### src/rtl/ps2_key_pkg.sv
// Shared constants and types for the PS/2 key mapper: prefix bytes, ignore set,
// prefix FSM states, key map entry width and Pause sequence length.
package ps2_key_pkg;

  localparam logic [7:0] BYTE_EXT   = 8'hE0;
  localparam logic [7:0] BYTE_BRK   = 8'hF0;
  localparam logic [7:0] BYTE_PAUSE = 8'hE1;

  localparam int         MAP_W      = 9;
  localparam logic [2:0] PAUSE_SKIP = 3'd7;

  typedef enum logic [2:0] {
    ST_IDLE,
    ST_EXT,
    ST_BRK,
    ST_EXT_BRK,
    ST_SKIP
  } prefix_state_e;

  // Keyboard status/ack bytes that never represent a key while idle.
  function automatic logic is_ignored(input logic [7:0] b);
    return b inside {8'hFA, 8'hAA, 8'hEE, 8'hFE, 8'h00, 8'hFF};
  endfunction

endpackage

### src/rtl/ps2_repeat_timer.sv
// Per-channel autorepeat counter: loaded with the initial delay on press,
// reloaded with the period on every expiry, cleared on release.
module ps2_repeat_timer #(
  parameter int REPEAT_DELAY  = 25_000_000,
  parameter int REPEAT_PERIOD = 5_000_000
) (
  input  logic i_clock,
  input  logic i_reset,
  input  logic i_start,
  input  logic i_stop,
  input  logic i_held,
  output logic o_repeat
);

  localparam int CNT_MAX = (REPEAT_DELAY > REPEAT_PERIOD) ? REPEAT_DELAY : REPEAT_PERIOD;
  localparam int CW      = $clog2(CNT_MAX + 1);

  localparam logic [CW-1:0] DELAY_LD  = CW'(REPEAT_DELAY);
  localparam logic [CW-1:0] PERIOD_LD = CW'(REPEAT_PERIOD);
  localparam logic [CW-1:0] CNT_ONE   = CW'(1);

  logic [CW-1:0] r_cnt;

  // NOTE: sequential state uses non-blocking assignments so every register
  // samples pre-edge values regardless of process evaluation order.
  always_ff @(posedge i_clock) begin
    if (i_reset) begin
      r_cnt <= '0;
    end else if (i_stop) begin
      r_cnt <= '0;
    end else if (i_start) begin
      r_cnt <= DELAY_LD;
    end else if (i_held && r_cnt == CNT_ONE) begin
      r_cnt <= PERIOD_LD;
    end else if (i_held && r_cnt != '0) begin
      r_cnt <= r_cnt - CNT_ONE;
    end
  end

  // Expiry is flagged while the count sits at 1; the top registers it into
  // the press strobe one cycle later, which is exactly DELAY/PERIOD cycles.
  assign o_repeat = i_held && (r_cnt == CNT_ONE);

endmodule

### src/rtl/ps2_key_mapper.sv
// PS/2 scan-code decoder mapping make/break events onto NUM_KEYS channels.
// Define KEY_AUTOREPEAT_EN to build the per-channel internal repeat timers.
module ps2_key_mapper
  import ps2_key_pkg::*;
#(
  parameter int NUM_KEYS      = 4,
  parameter int REPEAT_DELAY  = 25_000_000,
  parameter int REPEAT_PERIOD = 5_000_000
) (
  input  logic                      i_clock,
  input  logic                      i_reset,
  input  logic                      i_scan_valid,
  input  logic [7:0]                i_scan_code,
  input  logic [MAP_W*NUM_KEYS-1:0] i_key_map,
  output logic [NUM_KEYS-1:0]       o_key_held,
  output logic [NUM_KEYS-1:0]       o_key_press,
  output logic [NUM_KEYS-1:0]       o_key_release,
  output logic                      o_any_held
);

  if (NUM_KEYS < 1 || REPEAT_DELAY < 1 || REPEAT_PERIOD < 1) begin : g_bad_params
    $error("ps2_key_mapper: NUM_KEYS, REPEAT_DELAY and REPEAT_PERIOD must be >= 1");
  end

  prefix_state_e       r_state;
  prefix_state_e       w_state_nxt;
  logic [2:0]          r_skip_cnt;
  logic [2:0]          w_skip_nxt;
  logic                w_evt_valid;
  logic                w_evt_ext;
  logic                w_evt_brk;

  logic [NUM_KEYS-1:0] r_key_held;
  logic [NUM_KEYS-1:0] r_key_press;
  logic [NUM_KEYS-1:0] r_key_release;
  logic [NUM_KEYS-1:0] w_match;
  logic [NUM_KEYS-1:0] w_make;
  logic [NUM_KEYS-1:0] w_brk;
  logic [NUM_KEYS-1:0] w_start;
  logic [NUM_KEYS-1:0] w_stop;
  logic [NUM_KEYS-1:0] w_press_nxt;

  always_ff @(posedge i_clock) begin
    if (i_reset) begin
      r_state    <= ST_IDLE;
      r_skip_cnt <= '0;
    end else begin
      r_state    <= w_state_nxt;
      r_skip_cnt <= w_skip_nxt;
    end
  end

  // NOTE: every combinational output gets a default before the case so no
  // path leaves a signal unassigned and infers a latch.
  always_comb begin
    w_state_nxt = r_state;
    w_skip_nxt  = r_skip_cnt;
    w_evt_valid = 1'b0;
    w_evt_ext   = 1'b0;
    w_evt_brk   = 1'b0;
    if (i_scan_valid) begin
      case (r_state)
        ST_IDLE: begin
          if (i_scan_code == BYTE_EXT) begin
            w_state_nxt = ST_EXT;
          end else if (i_scan_code == BYTE_BRK) begin
            w_state_nxt = ST_BRK;
          end else if (i_scan_code == BYTE_PAUSE) begin
            w_state_nxt = ST_SKIP;
            w_skip_nxt  = PAUSE_SKIP;
          end else if (!is_ignored(i_scan_code)) begin
            w_evt_valid = 1'b1;
          end
        end
        ST_EXT: begin
          if (i_scan_code == BYTE_BRK) begin
            w_state_nxt = ST_EXT_BRK;
          end else if (i_scan_code != BYTE_EXT) begin
            w_evt_valid = 1'b1;
            w_evt_ext   = 1'b1;
            w_state_nxt = ST_IDLE;
          end
        end
        ST_BRK: begin
          w_evt_valid = 1'b1;
          w_evt_brk   = 1'b1;
          w_state_nxt = ST_IDLE;
        end
        ST_EXT_BRK: begin
          w_evt_valid = 1'b1;
          w_evt_ext   = 1'b1;
          w_evt_brk   = 1'b1;
          w_state_nxt = ST_IDLE;
        end
        ST_SKIP: begin
          w_skip_nxt = r_skip_cnt - 3'd1;
          if (r_skip_cnt <= 3'd1) begin
            w_skip_nxt  = '0;
            w_state_nxt = ST_IDLE;
          end
        end
        default: w_state_nxt = ST_IDLE;
      endcase
    end
  end

  // Every channel whose entry equals the completed event responds, so
  // duplicate map entries drive several channels together.
  always_comb begin
    w_match = '0;
    for (int k = 0; k < NUM_KEYS; k++) begin
      w_match[k] = w_evt_valid &&
                   (i_key_map[MAP_W*k +: MAP_W] == {w_evt_ext, i_scan_code});
    end
  end

  assign w_make  = w_match & {NUM_KEYS{~w_evt_brk}};
  assign w_brk   = w_match & {NUM_KEYS{w_evt_brk}};
  assign w_start = w_make & ~r_key_held;
  assign w_stop  = w_brk & r_key_held;

`ifdef KEY_AUTOREPEAT_EN
  logic [NUM_KEYS-1:0] w_repeat;

  for (genvar k = 0; k < NUM_KEYS; k++) begin : g_timer
    ps2_repeat_timer #(
      .REPEAT_DELAY  (REPEAT_DELAY),
      .REPEAT_PERIOD (REPEAT_PERIOD)
    ) u_timer (
      .i_clock  (i_clock),
      .i_reset  (i_reset),
      .i_start  (w_start[k]),
      .i_stop   (w_stop[k]),
      .i_held   (r_key_held[k]),
      .o_repeat (w_repeat[k])
    );
  end

  // Keyboard typematic makes are dropped; a release beats a coincident expiry.
  assign w_press_nxt = w_start | (w_repeat & ~w_stop);
`else
  assign w_press_nxt = w_make;
`endif

  always_ff @(posedge i_clock) begin
    if (i_reset) begin
      r_key_held    <= '0;
      r_key_press   <= '0;
      r_key_release <= '0;
    end else begin
      r_key_held    <= (r_key_held | w_make) & ~w_brk;
      r_key_press   <= w_press_nxt;
      r_key_release <= w_stop;
    end
  end

  assign o_key_held    = r_key_held;
  assign o_key_press   = r_key_press;
  assign o_key_release = r_key_release;
  assign o_any_held    = |r_key_held;

endmodule
### config.mk
export PLATFORM = sky130hd
export DESIGN_NAME = ps2_key_mapper
export DESIGN_NICKNAME = d
export VERILOG_FILES = /design/src/rtl/ps2_key_pkg.sv /design/src/rtl/ps2_repeat_timer.sv /design/src/rtl/ps2_key_mapper.sv
export SDC_FILE = /design/constraint.sdc
export NUM_CORES = 1
export LEC_CHECK = 0
export CORE_UTILIZATION = 40
export DETAILED_ROUTE_END_ITERATION = 8
export GPL_TIMING_DRIVEN = 1
export PLACE_DENSITY = 0.87
export SLEW_MARGIN = 20
export SYNTH_ARGS = -nofsm -noshare
export SYNTH_HDL_FRONTEND = slang
export SYNTH_SLANG_ARGS = --single-unit
### constraint.sdc
create_clock -name i_clock -period 7.1 [get_ports i_clock]
set_input_delay 2.13 -clock i_clock [delete_from_list [all_inputs] [get_ports i_clock]]
set_output_delay 2.13 -clock i_clock [all_outputs]
set_load 0.02 [all_outputs]
; ---- After elaboration in Yosys (flattened, before gate mapping)
; Index checks and enable logic that the tools add are counted.
[word_totals]
ff_bits = 18
latch_bits = 0
ram_bits = 0
mem_bits_ro = 0
out_inout_bits = 13
wordCells = 73
n_memories = 0
[op_classes]
addsub = 1
mul = 0
n_div = 0
order_cmp = 1
eq_ne = 23
shifts = 0
mux = 24
bitwise = 7
n_reduce_logical = 12
[ops]
columns = cell, count
row1 = 8-bit == test (second input constant), 8
row2 = 9-bit == test, 4
row3 = 3-bit 2-to-1 mux, 10
row4 = 4-bit AND, 4
row5 = 1-bit 2-to-1 mux, 10
row6 = 3-bit case mux with 3 select lines, 1
row7 = 8-bit logical NOT, 1
row8 = 2-bit != test (second input constant), 4
row9 = 8-bit != test (second input constant), 1
row10 = 3-bit by 2-bit == test with 1-bit output (second input constant), 2
row11 = 3-bit case mux with 2 select lines, 1
row12 = 6-bit nonzero test, 1
row13 = 5-bit AND reduction, 1
row14 = 1-bit logical AND, 4
row15 = 4-bit != test (second input constant), 1
row16 = 4-bit inverter, 1
row17 = 4-bit bitwise OR, 1
row18 = 4-bit AND reduction, 1
row19 = 4-bit OR reduction, 1
row20 = 3-bit by 1-bit == test with 1-bit output (second input constant), 1
row21 = 3-bit == test (second input constant), 1
row22 = 3-bit by 1-bit <= comparator with 1-bit output (second input constant), 1
row23 = 3-bit logical NOT, 1
row24 = 3-bit != test (second input constant), 1
row25 = other kinds (6), 6

; ---- Longest topological paths before layout
; Gate-level depths: netlist of the first run.
[depth]
word_depth = 12
mapped_depth = 8
mapped_depth_nobuf = 8

; ---- Worst setup path before layout of the first run
; No wires, ideal clock.
[synth_timing]
path_kind = input port to flip-flop
startpoint = input port i_scan_code[1]
endpoint = register with a tool-made name
setup_ns = 0.124
arrival_ns = 3.702
required_ns = 6.976
path_slack_ns = 3.274
stages = 7
n_path_buf = 1
cell_sequence = buf_4 > or4_4 > o311ai_4 > xor2_1 > nand3_1 > o21ai_0 > o31ai_1
[synth_rtl]
columns = element, line_no
row1 = start: declaration, ps2_key_mapper.sv:13  ; input logic [7:0] i_scan_code,

==> results of run 1 <==
layer usage:
layer  track usage [%]  wire length, um  share of wire (%)
met1              24.8             1410                 46
met2              30.8             1460                 47
met3              3.28              190                6.1
met4              5.10               30               0.97
met5                 0                0                  0
cell type report:
class	instances	area (um^2)
tap	44	55.1
inverter	3	11.3
clock buffer	4	36.3
fill	255	1140
timing repair buffer	59	591
sequential	18	360
multi-input combinational	129	887
metrics by stage:
| stage | setup WS (ns) | hold slack [ns] |
|---|---|---|
| after floorplan | 3.27 | 0.441 |
| after global placement | 2.70 | 0.449 |
| after detailed placement | 2.60 | 0.452 |
| after CTS | 2.91 | 0.461 |
| after global routing | 2.79 | 0.486 |
| final | 2.91 | 0.461 |
worst max-delay path, cell delays in order:
cell and delay, ns:
clkdlybuf4s50_1 0.58, or4_4 0.65, o311ai_4 0.39, xor2_1 0.19, nand3_1 0.15, o21ai_0 0.19, o31ai_1 0.09
worst max-delay path by stage:
stage,start,to,slack [ns]
after detailed placement,i_scan_code[0],flip-flop,2.60
final,i_scan_code[0],flip-flop,2.91
after global routing,i_scan_code[0],flip-flop,2.79
after global placement,i_scan_code[2],flip-flop,2.70
after floorplan,i_scan_code[1],flip-flop,3.27
after CTS,i_scan_code[0],flip-flop,2.91
power groups by stage:
stage	clock network (W)	logic, W	registers (W)
3_5_place_dp	0	0.0000581	0.000104
2_1_floorplan	0	0.0000277	0.000104
6_report	0.0000622	0.0000582	0.000101
3_3_place_gp	0	0.0000573	0.000104
5_1_grt	0.0000676	0.0000630	0.000101
4_1_cts	0.0000619	0.0000583	0.000101
kinds of logic (layout without fill, tap and decap cells):
logic type                 count (synthesis)  count (layout)
and+or+nand+nor                           64              64
xor gates and xnor gates                  37              37
adders and majority gates                  2               2
buffers and inverters                     15              66
DFF                                       18              18
AOI/OAI and AO/OA                         26              26
synthesized netlist by cell type, types with 2 or more instances:
cell type / instances / area [um^2]
a21oi_1: 3 / 15.0
buf_2: 2 / 10.0
clkbuf_1: 8 / 30.0
dfxtp_1: 18 / 360
ha_1: 2 / 25.0
inv_1: 3 / 11.3
nand2_1: 8 / 30.0
nand2b_1: 4 / 25.0
nand3_1: 7 / 35.0
nor2_1: 15 / 56.3
nor2b_1: 6 / 37.5
nor3_1: 4 / 20.0
nor4_1: 10 / 62.6
o2111ai_1: 3 / 26.3
o21ai_0: 8 / 40.0
o31ai_1: 5 / 37.5
or2_2: 2 / 12.5
or3_1: 3 / 18.8
xor2_1: 37 / 324
==> summary.md, run 1 <==
| Metric | Value |
|---|---|
| Leakage | `0.687 nW` |
| Vias in the first global route | `1137` |
| Non-Filler Instances | `257` |
| RSZ-0062 raised after global routing | `false` |
| Synthesized cell area | `1320 um^2` |
| Synth warn | `0` |
| Placed instance area | `1900 um^2` |
| Worst Tran Pin Value | `0.464 ns` |
| Yosys reg bits | `18` |
| Sequential Power Share | `45.7%` |
| Post-Syn Instances | `162` |
| R2r worst-path depth | `6` |
| Final Hold Fails | `0` |
| DIE WIDTH | `59.4 um` |
| Hold path depth | `2` |
| GR Overflow Total | `0` |
| Worst Skew | `0.00493 ns` |
| FP Rows | `20` |
| Maximum fanout along the worst path | `7` |
| Initial drt markers | `44` |
| Port bufs | `59` |
| Die footprint | `3530 um^2` |
| Clock share of power | `28.1%` |
| Mean Syn Cell Area | `8.13 um^2` |
| Tot Pwr | `0.000222 W` |
| Sink Count | `18` |
| Via count | `1322` |
| Layout area overhead | `47.3%` |
| Nets@finish | `263` |
| Net switching power figure | `0.0000553 W` |
| Number of flops mapped to enable cells by yosys | `0` |
| Number of cells upsized or downsized after cts | `0` |
| Post-route minimum period | `4.19 ns` |
| Dpl hpwl | `2520 um` |
| Max clock buf depth | `2` |
| Gpl congestion | `0.831` |
| CTS Buf Count | `3` |
| Worst endpoint required time | `7.29 ns` |
| Max Freq | `239 MHz` |
| Mapped Nets | `211` |
| CTS tree | `yes` |
| Antenna viol nets, final | `0` |
| Wire length per cell | `12.0 um` |
| Number of post-CTS setup repair buffers | `0` |
| Share of cells above drive strength 1 | `4.69%` |
| Crit path kind | `in2reg` |
| Int Pwr | `0.000166 W` |
| Reg2reg setup slack | `5.12 ns` |
| Post-synth ARST share | `0%` |
| Crit start category | `input port` |
| Worst IR Drop VDD | `0.0613 mV` |
| Starting Density | `42.8%` |
| # Max-Cap Violations | `0` |
| Register area share after synthesis | `27.4%` |
| Crit path DAT | `4.38 ns` |
| Largest family of logic cells by synthesized area | `simple AND/OR/NAND/NOR gates` |
| Root buf cell | `clkbuf_4` |
| Sw Ratio | `25.0%` |
| Worst reg2reg path endpoint | `o_key_press[1]` |
| Pin count of the biggest net entering global routing | `13` |
| Commonest non-fill, non-tap cell in the layout | `clkdlybuf4s50_1` |
| Placed cells | `253` |
| Fin util | `63.0%` |
| Core area | `3080 um^2` |
| Pre-antenna DRT Iters | `4` |
| First-pass GRT wire length | `5030 um` |
| H-tree depth | `1` |
| Adder-cell share of the synthesized area | `1.90%` |
| Worst r2r src | `r_state[2]` |
| Vias per inst | `5.14` |
| Total Routing Usage GR | `18.6%` |
| Synth Flop Type | `dfxtp_1` |
| Mux share of post-synthesis cell area | `0%` |
| Clk slew on worst S/H paths | `0.10 ns` |
| Critical Path Sink Type | `flip-flop` |
| I/O pin total | `60` |
| Die height | `59.4 um` |
| HP Class | `reg2reg` |
| Xor and xnor area share after synthesis | `24.6%` |
| Final Max Tran Viols | `0` |
| Inserted Diodes | `0` |
| Period utilization | `59.0%` |
| Status | `finished clean` |
| Drt total wl | `3100 um` |
| Combinational share of power | `26.2%` |
| Most frequent cells in the layout | `59 x clkdlybuf4s50_1, 37 x xor2_1, 18 x dfxtp_1` |
| Pwr Density | `114 nW/um^2` |
| # DRC | `0` |
| Worst hold endpoint | `o_key_release[0]` |
| Netlist cell types | `33` |
| Synth Area in Compound Gates | `15.1%` |
| Initial antenna violation count | `0` |
| Slew HR | `69.0%` |
| Simple logic cell fraction of the synthesized area | `25.7%` |
| TNS Setup | `0 ns` |
| # setup viols final | `0` |
| Worst-Skew Late Latency | `0.29 ns` |
| Fin area | `1940 um^2` |
| Hold buffers post-CTS | `0` |
No activity file was read; power rests on OpenSTA's default activity.
==> run 2: changes to the inputs <==
==> constraint.sdc (replaced) <==
create_clock -name i_clock -period 4.4 [get_ports i_clock]
set_input_delay 1.32 -clock i_clock [delete_from_list [all_inputs] [get_ports i_clock]]
set_output_delay 1.32 -clock i_clock [all_outputs]
set_load 0.02 [all_outputs]
==> summary.md, run 2 (same netlist as run 1, synthesis figures left out) <==
| Metric | Value |
|---|---|
| # Max-Cap Violations | `0` |
| Initial drt markers | `48` |
| Core area | `3080 um^2` |
| Hold path depth | `2` |
| Root buf cell | `clkbuf_4` |
| Worst endpoint required time | `4.58 ns` |
| Layout area overhead | `47.3%` |
| Clk slew on worst S/H paths | `0.10 ns` |
| Crit path kind | `in2reg` |
| Worst reg2reg path endpoint | `o_key_press[1]` |
| Port bufs | `59` |
| First-pass GRT wire length | `5200 um` |
| Starting Density | `42.8%` |
| R2r worst-path depth | `6` |
| Nets@finish | `263` |
| Total Routing Usage GR | `19.2%` |
| Status | `finished clean` |
| Worst-Skew Late Latency | `0.29 ns` |
| Period utilization | `77.8%` |
| Leakage | `0.687 nW` |
| FP Rows | `20` |
| DIE WIDTH | `59.4 um` |
| Crit start category | `input port` |
| RSZ-0062 raised after global routing | `false` |
| Initial antenna violation count | `0` |
| Wire length per cell | `12.2 um` |
| Hold buffers post-CTS | `0` |
| Pin count of the biggest net entering global routing | `13` |
| Vias per inst | `5.15` |
| Worst Tran Pin Value | `0.468 ns` |
| Number of post-CTS setup repair buffers | `0` |
| Dpl hpwl | `2540 um` |
| Die footprint | `3530 um^2` |
| Most frequent cells in the layout | `59 x clkdlybuf4s50_1, 37 x xor2_1, 18 x dfxtp_1` |
| Critical Path Sink Type | `flip-flop` |
| Gpl congestion | `0.830` |
| Post-route minimum period | `3.43 ns` |
| Die height | `59.4 um` |
| Final Max Tran Viols | `0` |
| Grt met3 use | `3.93%` |
| Vias in the first global route | `1208` |
| Max clock buf depth | `2` |
| Max Freq | `292 MHz` |
| Antenna viol nets, final | `0` |
| Maximum fanout along the worst path | `7` |
| Placed cells | `253` |
| Final Hold Fails | `0` |
| Worst Skew | `0.00222 ns` |
| Reg2reg setup slack | `2.40 ns` |
| # DRC | `0` |
| Sink Count | `18` |
| Via count | `1324` |
| Worst IR Drop VDD | `0.0931 mV` |
| # setup viols final | `0` |
| Met2 usage | `31.9%` |
| GR Overflow Total | `0` |
| Worst hold endpoint | `o_key_release[3]` |
| Number of cells upsized or downsized after cts | `0` |
| Inserted Diodes | `0` |
| Met1 Use GR | `24.5%` |
| Crit path DAT | `3.61 ns` |
| I/O pin total | `60` |
| Pre-antenna DRT Iters | `4` |
| CTS Buf Count | `3` |
| Gr busiest metal | `met2` |
| CTS tree | `yes` |
| Worst r2r src | `r_state[2]` |
| Share of cells above drive strength 1 | `4.69%` |
| Commonest non-fill, non-tap cell in the layout | `clkdlybuf4s50_1` |
| Drt total wl | `3130 um` |
| Pwr Density | `184 nW/um^2` |
| TNS Setup | `0 ns` |
| HP Class | `reg2reg` |
| Non-Filler Instances | `257` |
| H-tree depth | `1` |
| Slew HR | `68.7%` |
run 2: cell counts in the layout (fill, tap and decap cells not counted):
Identical to the previous run, type by type.
run 2: routing by layer:
| metal | vias to the layer above | wire length, um | share of wire, % |
|---|---|---|---|
| li1 | 668 | - | - |
| met1 | 596 | 1370 | 44 |
| met2 | 56 | 1510 | 48 |
| met3 | 4 | 218 | 7.0 |
| met4 | 0 | 30 | 0.96 |
| met5 | - | 0 | 0 |
run 2: where the power goes:
| group | total, W | leakage [nW] | switching [W] | internal [W] |
|---|---|---|---|---|
| registers | 0.000163 | 0.145 | 0.000000349 | 0.000163 |
| logic | 0.0000936 | 0.521 | 0.0000386 | 0.0000550 |
| clock network | 0.0000992 | 0.0210 | 0.0000488 | 0.0000504 |
| total | 0.000356 | 0.687 | 0.0000878 | 0.000268 |
run 2: layout make-up:
type | count | area [um^2]
Timing Repair Buffer | 59 | 591
Inverter | 3 | 11.3
Clock buffer | 4 | 36.3
Fill cell | 283 | 1140
Multi-Input combinational cell | 129 | 887
Sequential cell | 18 | 360
Tap cell | 44 | 55.1
run 2: worst max-delay path by stage:
stage | slack [ns] | end | start | cells past startpoint
CTS | 0.98 | flip-flop | i_scan_code[0] | 7
detailed placement | 0.70 | flip-flop | i_scan_code[0] | 7
global route | 0.83 | flip-flop | i_scan_code[0] | 7
global placement | 0.81 | flip-flop | i_scan_code[2] | 7
floorplan | 1.38 | flip-flop | i_scan_code[1] | 7
finish | 0.97 | flip-flop | i_scan_code[0] | 7
run 2: stage by stage:
step / util (%) / instance area, um^2 / power, W / setup WS [ns] / hold WS (ns)
5_1_grt: 63.0 / 1940 / 0.000372 / 0.829 / 0.485
2_1_floorplan: - / 1320 / 0.000212 / 1.38 / 0.441
6_report: 63.0 / 1940 / 0.000356 / 0.975 / 0.468
3_5_place_dp: 61.9 / 1900 / 0.000261 / 0.696 / 0.452
4_1_cts: 63.0 / 1940 / 0.000358 / 0.984 / 0.464
3_3_place_gp: 61.9 / 1900 / 0.000260 / 0.806 / 0.449
run 2: critical path, stage by stage:
cell and delay (ns):
clkdlybuf4s50_1 0.58, or4_4 0.65, o311ai_4 0.40, xor2_1 0.19, nand3_1 0.17, o21ai_0 0.20
o31ai_1 0.09
==> run 3: changes to the inputs <==
--- a/config.mk
+++ b/config.mk
@@ -5,10 +5,10 @@
 export SDC_FILE = /design/constraint.sdc
 export NUM_CORES = 1
 export LEC_CHECK = 0
-export CORE_UTILIZATION = 40
+export CORE_UTILIZATION = 37
 export DETAILED_ROUTE_END_ITERATION = 8
 export GPL_TIMING_DRIVEN = 1
-export PLACE_DENSITY = 0.87
+export PLACE_DENSITY = 0.85
 export SLEW_MARGIN = 20
 export SYNTH_ARGS = -nofsm -noshare
 export SYNTH_HDL_FRONTEND = slang
==> constraint.sdc (replaced) <==
create_clock -name i_clock -period 2.9 [get_ports i_clock]
set_input_delay 0.87 -clock i_clock [delete_from_list [all_inputs] [get_ports i_clock]]
set_output_delay 0.87 -clock i_clock [all_outputs]
set_load 0.02 [all_outputs]
==> summary.md, run 3 (same netlist as run 1, synthesis figures left out) <==
| Metric | Value |
|---|---|
| DIE WIDTH | `61.7 um` |
| RSZ-0062 raised after global routing | `false` |
| Slew HR | `74.8%` |
| Total Routing Usage GR | `18.9%` |
| Most frequent cells in the layout | `59 x clkdlybuf4s50_1, 37 x xor2_1, 18 x dfxtp_1` |
| Final setup margin | `0.169 ns` |
| WP buf/inv | `1` |
| Leakage | `0.766 nW` |
| Port bufs | `59` |
| Multi-input logic area | `887 um^2` |
| H-tree depth | `1` |
| Inserted Diodes | `0` |
| # Max-Cap Violations | `0` |
| Final Hold Fails | `0` |
| Vias in the first global route | `1235` |
| Crit path kind | `in2reg` |
| First-pass GRT wire length | `5330 um` |
| Hold buffers post-CTS | `0` |
| Fin area | `2070 um^2` |
| Number of post-CTS setup repair buffers | `0` |
| I/O pin total | `60` |
| Register area | `360 um^2` |
| # setup viols final | `0` |
| Max clock buf depth | `2` |
| Critical-path cell list | `clkdlybuf4s50_1 > or4_4 > o311ai_4 > xor2_1 > nand3_1 > o21ai_0 > o31ai_1` |
| Worst Tran Pin Value | `0.375 ns` |
| Commonest non-fill, non-tap cell in the layout | `clkdlybuf4s50_1` |
| Wire length per cell | `12.1 um` |
| Period utilization | `94.2%` |
| Worst endpoint required time | `3.09 ns` |
| Status | `finished clean` |
| Worst-Skew Late Latency | `0.30 ns` |
| Pin count of the biggest net entering global routing | `12` |
| Nets@finish | `280` |
| Root buf cell | `clkbuf_4` |
| Delay of the slowest critical-path stage | `0.58 ns` |
| Maximum fanout along the worst path | `4` |
| Die height | `61.7 um` |
| CP delay by family, top | `simple AND/OR/NAND/NOR gates` |
| Core area | `3360 um^2` |
| Antenna viol nets, final | `0` |
| FP Rows | `21` |
| Final Max Tran Viols | `0` |
| CTS Buf Count | `3` |
| Share of cells above drive strength 1 | `11.7%` |
| Filler Cell Count | `325` |
| CTS tree | `yes` |
| Gpl congestion | `0.835` |
| Crit-path slowest cell | `or4_4` |
| Clk slew on worst S/H paths | `0.10 ns` |
| Max Freq | `366 MHz` |
| Vias per inst | `5.03` |
| Die footprint | `3800 um^2` |
| Initial drt markers | `46` |
| Sink Count | `18` |
| GR Overflow Total | `0` |
| HP Class | `reg2reg` |
| Initial antenna violation count | `0` |
| Placed instance area | `2030 um^2` |
| Layout area overhead | `57.2%` |
| Starting Density | `39.2%` |
| Pre-antenna DRT Iters | `4` |
| TNS Setup | `0 ns` |
| Post-route minimum period | `2.73 ns` |
| Fin util | `61.6%` |
| Tot Pwr | `0.000557 W` |
| Crit start category | `input port` |
| Worst Skew | `0.00245 ns` |
| Pwr Density | `269 nW/um^2` |
| Drt total wl | `3340 um` |
| Crit path DAT | `2.92 ns` |
| Number of cells upsized or downsized after cts | `0` |
| Dpl hpwl | `2840 um` |
| Dpl ws | `-0.146 ns` |
| Critical Path Sink Type | `flip-flop` |
| # DRC | `0` |
| Worst IR Drop VDD | `0.108 mV` |
| Via count | `1388` |
==> run 3: path summary, 6_finish.rpt <==
kind,startpoint,to,slack [ns],cells after the start
worst max-delay path,i_scan_code[0],flip-flop,0.17,7
worst min-delay path,flip-flop,o_key_release[2],0.46,2
worst max register to register,r_state[2],o_key_press[1],0.96,6
worst min register to register,flip-flop,o_key_release[2],0.46,2
==> run 3: final cells by class <==
type                       instances  share of cell area [%]
clock buffer                       4                    1.75
inverter                           3                   0.544
tap                               46                    2.78
sequential                        18                    17.4
timing repair buffer              76                    34.7
multi-input combinational        129                    42.8
==> run 3: report_power, final <==
part	internal [W]	switching [W]	leakage (nW)	total [W]
clock network	0.0000766	0.0000774	0.0210	0.000154
logic	0.0000937	0.0000609	0.600	0.000155
registers	0.000247	0.000000535	0.145	0.000248
==> run 3: through the flow <==
stage | std cells | hold WS [ns]
floorplan | 162 | 0.441
global placement | 272 | 0.440
global route | 276 | 0.491
CTS | 276 | 0.467
detailed placement | 272 | 0.451
finish | 276 | 0.464
==> run 3: per-layer routing <==
metal	global-route usage, %	routed length (um)	up-vias
met2	32.4	1700	48
met5	0	0	-
met3	2.31	159	5
met4	7.62	52	0
met1	23.9	1430	632
li1	-	-	703
==> run 3: worst reg2reg max path, delay by kind of cell, from the launching register on <==
kind	cells	cell delay, ns
AOI/OAI and AO/OA	2	0.61
DFF	1	0.41
and+or+nand+nor	4	0.86
